<file path="config.mk">
export PLATFORM = sky130hd
export DESIGN_NAME = hub75_bcm_scan_driver
export DESIGN_NICKNAME = d
export VERILOG_FILES = /design/src/rtl/hub75_bcm_scan_driver.sv
export SDC_FILE = /design/constraint.sdc
export NUM_CORES = 1
export LEC_CHECK = 0
export ABC_AREA = 1
export CORE_MARGIN = 1
export CORE_UTILIZATION = 25
export CTS_BUF_LIST = sky130_fd_sc_hd__clkbuf_8
export DETAILED_ROUTE_END_ITERATION = 8
export GPL_TIMING_DRIVEN = 1
export PLACE_DENSITY_LB_ADDON = 0.1
export SLEW_MARGIN = 10
export SYNTH_ARGS = -nofsm -noshare
export SYNTH_HDL_FRONTEND = slang
export SYNTH_SLANG_ARGS = --single-unit
</file>
<file path="constraint.sdc">
create_clock -name clk_in -period 5.3 [get_ports clk_in]
set_input_delay 1.06 -clock clk_in [delete_from_list [all_inputs] [get_ports clk_in]]
set_output_delay 1.06 -clock clk_in [all_outputs]
set_load 0.03 [all_outputs]
</file>
<file path="src/rtl/hub75_bcm_scan_driver.sv">
// HUB75 panel scan engine: walks row pairs and BCM bit planes, fetching pixels
// from a synchronous frame-buffer read port and driving the panel pins.
module hub75_bcm_scan_driver #(
  parameter int unsigned NUM_COLS    = 64,
  parameter int unsigned SCAN_RATE   = 32,
  parameter int unsigned COLOR_DEPTH = 3,
  parameter int unsigned BCM_BASE    = 8,
  parameter int unsigned RD_LATENCY  = 1
) (
  input  logic                                          clk_in,
  input  logic                                          rst_in,
  input  logic                                          enable_in,
  output logic [$clog2(SCAN_RATE)+$clog2(NUM_COLS)-1:0] pix_addr_out,
  input  logic [6*COLOR_DEPTH-1:0]                      pix_data_in,
  output logic [2:0]                                    rgb0,
  output logic [2:0]                                    rgb1,
  output logic [$clog2(SCAN_RATE)-1:0]                  row_addr,
  output logic                                          led_clk,
  output logic                                          led_latch,
  output logic                                          led_output_enable,
  output logic                                          frame_done
);

  localparam int unsigned ROW_W    = $clog2(SCAN_RATE);
  localparam int unsigned COL_W    = $clog2(NUM_COLS);
  localparam int unsigned PLANE_W  = (COLOR_DEPTH > 1) ? $clog2(COLOR_DEPTH) : 1;
  localparam int unsigned DISP_MAX = BCM_BASE << (COLOR_DEPTH - 1);
  localparam int unsigned CNT_W    = $clog2(DISP_MAX + 1);

  // The address is held for both phases of a column, so data for column c is
  // valid at its phase A for either read latency without extra alignment.
  if (RD_LATENCY != 1 && RD_LATENCY != 2) begin : g_bad_rd_latency
    $error("hub75_bcm_scan_driver: RD_LATENCY must be 1 or 2");
  end

  typedef enum logic [2:0] {
    ST_IDLE     = 3'd0,
    ST_PREFETCH = 3'd1,
    ST_SHIFT    = 3'd2,
    ST_LATCH    = 3'd3,
    ST_DISPLAY  = 3'd4
  } state_t;

  state_t             state, state_n;
  logic [COL_W-1:0]   col, col_n;
  logic               phase, phase_n;
  logic [CNT_W-1:0]   cnt, cnt_n;
  logic [PLANE_W-1:0] plane, plane_n;
  logic [ROW_W-1:0]   row, row_n;
  logic               disp_last;
  logic               frame_wrap;

  logic [COL_W+ROW_W-1:0] pix_addr_d;
  logic [2:0]             rgb0_d, rgb1_d;
  logic [ROW_W-1:0]       row_addr_d;
  logic                   led_clk_d, led_latch_d, oe_d, frame_done_d;

  // State, counters and registered outputs.
  always_ff @(posedge clk_in) begin
    if (rst_in) begin
      state             <= ST_IDLE;
      col               <= '0;
      phase             <= 1'b0;
      cnt               <= '0;
      plane             <= '0;
      row               <= '0;
      pix_addr_out      <= '0;
      rgb0              <= '0;
      rgb1              <= '0;
      row_addr          <= '0;
      led_clk           <= 1'b0;
      led_latch         <= 1'b0;
      led_output_enable <= 1'b1;
      frame_done        <= 1'b0;
    end else begin
      state             <= state_n;
      col               <= col_n;
      phase             <= phase_n;
      cnt               <= cnt_n;
      plane             <= plane_n;
      row               <= row_n;
      pix_addr_out      <= pix_addr_d;
      rgb0              <= rgb0_d;
      rgb1              <= rgb1_d;
      row_addr          <= row_addr_d;
      led_clk           <= led_clk_d;
      led_latch         <= led_latch_d;
      led_output_enable <= oe_d;
      frame_done        <= frame_done_d;
    end
  end

  // Next state and scan counters.
  always_comb begin
    state_n    = state;
    col_n      = col;
    phase_n    = phase;
    cnt_n      = cnt;
    plane_n    = plane;
    row_n      = row;
    frame_wrap = 1'b0;
    disp_last  = (cnt == CNT_W'((BCM_BASE << plane) - 1));
    case (state)
      ST_IDLE: begin
        if (enable_in) begin
          state_n = ST_PREFETCH;
          cnt_n   = '0;
        end
      end
      ST_PREFETCH: begin
        if (cnt == CNT_W'(1)) begin
          state_n = ST_SHIFT;
          col_n   = '0;
          phase_n = 1'b0;
        end else begin
          cnt_n = cnt + CNT_W'(1);
        end
      end
      ST_SHIFT: begin
        phase_n = ~phase;
        if (phase) begin
          if (col == COL_W'(NUM_COLS - 1)) state_n = ST_LATCH;
          else                             col_n   = col + COL_W'(1);
        end
      end
      ST_LATCH: begin
        state_n = ST_DISPLAY;
        cnt_n   = '0;
      end
      ST_DISPLAY: begin
        if (disp_last) begin
          cnt_n = '0;
          if (plane == PLANE_W'(COLOR_DEPTH - 1)) begin
            plane_n = '0;
            if (row == ROW_W'(SCAN_RATE - 1)) begin
              row_n      = '0;
              frame_wrap = 1'b1;
            end else begin
              row_n = row + ROW_W'(1);
            end
          end else begin
            plane_n = plane + PLANE_W'(1);
          end
          state_n = enable_in ? ST_PREFETCH : ST_IDLE;
        end else begin
          cnt_n = cnt + CNT_W'(1);
        end
      end
      default: state_n = ST_IDLE;
    endcase
  end

  // Output values; the read address tracks the upcoming state so it leads the data.
  always_comb begin
    logic [COLOR_DEPTH-1:0] top_ch;
    logic [COLOR_DEPTH-1:0] bot_ch;
    logic [2:0]             sample_top;
    logic [2:0]             sample_bot;
    sample_top   = '0;
    sample_bot   = '0;
    rgb0_d       = rgb0;
    rgb1_d       = rgb1;
    row_addr_d   = row_addr;
    pix_addr_d   = pix_addr_out;
    led_clk_d    = 1'b0;
    led_latch_d  = 1'b0;
    oe_d         = 1'b1;
    frame_done_d = frame_wrap;
    for (int ch = 0; ch < 3; ch++) begin
      top_ch         = pix_data_in[ch*COLOR_DEPTH +: COLOR_DEPTH];
      bot_ch         = pix_data_in[(ch+3)*COLOR_DEPTH +: COLOR_DEPTH];
      sample_top[ch] = top_ch[plane];
      sample_bot[ch] = bot_ch[plane];
    end
    case (state)
      ST_SHIFT: begin
        if (!phase) begin
          rgb0_d = sample_top;
          rgb1_d = sample_bot;
        end else begin
          led_clk_d = 1'b1;
        end
      end
      ST_LATCH: begin
        led_latch_d = 1'b1;
        row_addr_d  = row;
      end
      ST_DISPLAY: oe_d = 1'b0;
      default: ;
    endcase
    if (state_n == ST_PREFETCH)               pix_addr_d = {row_n, COL_W'(0)};
    else if (state_n == ST_SHIFT && !phase_n) pix_addr_d = {row_n, col_n + COL_W'(1)};
  end

endmodule

</file>
==> results.md <==
* Clock network power share at 32.0%
* Core Region at 0.00973 sq mm
* Layout fillers at around 1100
* Max-Cap Viols at 0
* Critical path, cell by cell: clkdlybuf4s50_1 -> buf_4 -> clkinv_1 -> nand3_2 -> nor2_1 -> nand2_1 -> inv_1
* Synth Area in Adders at under 10%
* 1st-pass router iterations at 4
* Final GP Congestion at 0.792
* Sequential power share at roughly 54%
* Upper clock frequency limit at about 380 MHz
* Sum of negative setup slack at 0 ns
* Library cell used as clock root buffer: clkbuf_8
* Synth Area per Inst at 7.03 sq um
* Cts repair resizes at 0
* Minimum period implied by the final worst setup slack at approximately 2.6 ns
* Cell area after layout at approximately 0.0032 sq mm
* Per-cell via count in the routed design at roughly 4.3
* Register clock-pin slew on the reported worst setup and hold paths at 0.09 ns
* Global-route usage over all layers at a little over an eighth
* Leakage dissipation at 1.27 nW
* Switching part of the total power at between 20% and 30%
* First-pass GRT wire length at 10600 um
* Delay of the slowest cell on the worst path at between 0.5 and 0.6 ns
* Ant. Diodes at 0
* Fraction of layout instances using a drive strength above 1 at roughly 10%
* Leading post-synthesis cells by cell area: dfxtp_1 39%, nand2_1 14%, nor2_1 7.2%, inv_1 5.7%, a21oi_1 4.6%
* Result of the run: completed
* Total half-perimeter wirelength after legalization and detailed placement at roughly 4700 um
* Worst Max-Slew Pin Slew at 0.840 ns
* Nets in the synthesized netlist at approximately 380
* Clock sink count at 49
* Number of flops mapped to enable cells by yosys at 0
* Required time of the worst setup path at ~5.5 ns
* Clock buffer depth at 2
* Library cell with the highest instance count after synthesis: nand2_1
* Maximum number of pins on one net before global-route repair at 27
* Count of pins on the block boundary at between 40 and 50
* Comb pwr share at 14.4%
* Crit Path Class: primary input to flop
* Row cnt at 36
* CP Launch Type: primary input
* Main combinational cell family by area after synthesis: simple AND/OR/NAND/NOR gates
* Number of warning messages in the yosys log at 0
* Overall overflow remaining after global route at 0
* Path type of the worst min-delay path: flop to flop
* Via count of the first global-routing pass at ~2300
* Number of buffers added to fix hold violations after cts at 0
* XOR/XNOR Fraction of Synth Area at approximately 2.8%
* Period utilisation layout at about half
* Part of the Yosys area used for sequential elements at around 39%
* Largest fanout on the critical path at 26
* Ratio of total power to cell area at approximately 220 mW/mm^2
* # Post-CTS Setup Buffers at 0
* Synthesized flop and latch total at 49
* Final setup viols at 0
* Die Area at approximately 0.010 sq mm
* Post-detailed-routing wire length at just over 6000 um
* Post-synth top flop: dfxtp_1
* Worst-case headroom to the max-slew limit at roughly 44%
* Average wire length per cell after detail routing at roughly 12 um
* Antenna violations before repair at 0
* Complex-gate fraction of the synthesized area at approximately 12%
* Peak VDD IR at around 0.000089 V
* Post-route total power at 0.000712 W
* Number of buffers created by CTS at 5
* Signal arrival time at the worst endpoint at ~2.8 ns
* Final hold vios at 0
* Number of buffer cells added on primary ports at 46
* RSZ-0062 raised after global routing: no
* Area added between synthesis and finish at 28.0%
* Number of standard cells after synthesis at 354
* Mux share of post-synthesis cell area at 0%
* Biggest area consumer among synthesized cells: dfxtp_1
* X dimension of the die at 102 um
* Post-synthesis simple-gate area fraction at between 30% and 40%
* Cell types with the highest counts after synthesis: 90 x nand2_1, 49 x dfxtp_1, 48 x nor2_1, 38 x inv_1, 23 x a21oi_1
* Number of unique standard cell types used by synthesis at 34
* Synthesized cell area at roughly 0.0025 sq mm
* Layout Skew at ~0.014 ns
* Core Util, Final at about a third
* Area of placed instances at 0.00309 sq mm
* Switching power at around 0.00020 W
* Clock tree from TritonCTS: built
* Iteration-0 DRC count of the detailed router at about 60
* Clock Latency Late Sink at 0.31 ns
* Via count at around 2300
* ANT nets after route at 0
* H-tree levels at 2
* Die outline height at roughly 100 um
* Layout Nets at 427
* Effective utilization at floorplan at about 26%
* Kind of end point of the critical path: flop
* Max Slew Vio Count at 0
* Cell-internal power at 0.000511 W
* Drt drc at 0
* Slowest library cell on the worst path: clkinv_1
* Async set-or-reset flop fraction in the synthesized netlist at 0%
* Proportion of netlist area held by the largest area contributor at about two fifths
-- layer usage --
metal  part of all wire [%]  track usage (%)  wire length (um)
met5                      0                0                 0
met4                    1.7             5.35               106
met3                    3.9             2.90               245
met2                     46             22.8              2880
met1                     48             16.1              2990
-- worst paths after layout --
kind,cells past startpoint,slack [ns],to,from
max,7,2.69,pix_addr_out[5],rst_in
min,2,0.47,rgb1[2],rgb1[2]
max reg2reg,12,3.00,pix_addr_out[4],cnt[1]
min reg2reg,2,0.47,rgb1[2],rgb1[2]
-- critical path: cells and delay by family --
family | cells | cell delay (ns)
and+or+nand+nor | 3 | 0.43
buffers and inverters | 4 | 1.32
-- through the flow --
| stage | setup WS (ns) | cells | hold slack, ns |
|---|---|---|---|
| 2_1_floorplan | 3.36 | 354 | 0.450 |
| 3_3_place_gp | 2.35 | 526 | 0.453 |
| 3_5_place_dp | 2.31 | 526 | 0.461 |
| 4_1_cts | 2.65 | 534 | 0.476 |
| 5_1_grt | 2.53 | 534 | 0.490 |
| 6_report | 2.69 | 534 | 0.473 |
-- flip-flops by register name, indices dropped and copies added (netlist names) --
register           flops
rgb1                   3
cnt                    6
state                  3
col                    6
rgb0                   3
led_clk                1
frame_done             1
led_output_enable      1
plane                  2
led_latch              1
phase                  1
row                    5
row_addr               5
pix_addr_out          11
-- power groups by stage --
| stage | logic (W) | clock network [W] | registers [W] |
|---|---|---|---|
| final | 0.000102 | 0.000228 | 0.000382 |
| after global routing | 0.000113 | 0.000257 | 0.000383 |
| after CTS | 0.000103 | 0.000241 | 0.000382 |
| after detailed placement | 0.000102 | 0 | 0.000391 |
| after global placement | 0.000103 | 0 | 0.000391 |
| after floorplan | 0.0000488 | 0 | 0.000403 |
-- cells in the final DEF, fill, tap and decap left out, types with 2 or more instances in the layout --
| cell | n |
|---|---|
| clkbuf_8 | 5 |
| nand2_4 | 2 |
| inv_2 | 6 |
| nor2_4 | 2 |
| inv_1 | 38 |
| nand2_1 | 90 |
| a31o_2 | 6 |
| clkdlybuf4s50_1 | 46 |
| nor3_2 | 2 |
| o21ai_0 | 16 |
| nor2_1 | 48 |
| clkinvlp_4 | 3 |
| nor2_2 | 5 |
| a21oi_1 | 23 |
| nand4_1 | 3 |
| nand3_4 | 2 |
| ha_1 | 6 |
| nor3_1 | 6 |
| a211oi_1 | 3 |
| dfxtp_1 | 49 |
| nand3_1 | 18 |
| xor2_1 | 5 |
| nand3_2 | 4 |
-- cell type report --
cell class,instances,area (sq um),area share (%)
tap,133,166,5.22
sequential,49,981,30.8
timing repair buffer,47,468,14.7
multi-input combinational,251,1300,40.8
inverter,46,178,5.58
clock inverter,3,22.5,0.707
clock buffer,5,68.8,2.16
-- kinds of logic after synthesis --
logic type | after synthesis
simple gates | 185
buf+inv | 54
compound gates | 53
flops | 49
xor+xnor | 7
fa+ha+maj | 6
(Power assumes the default switching activity.)
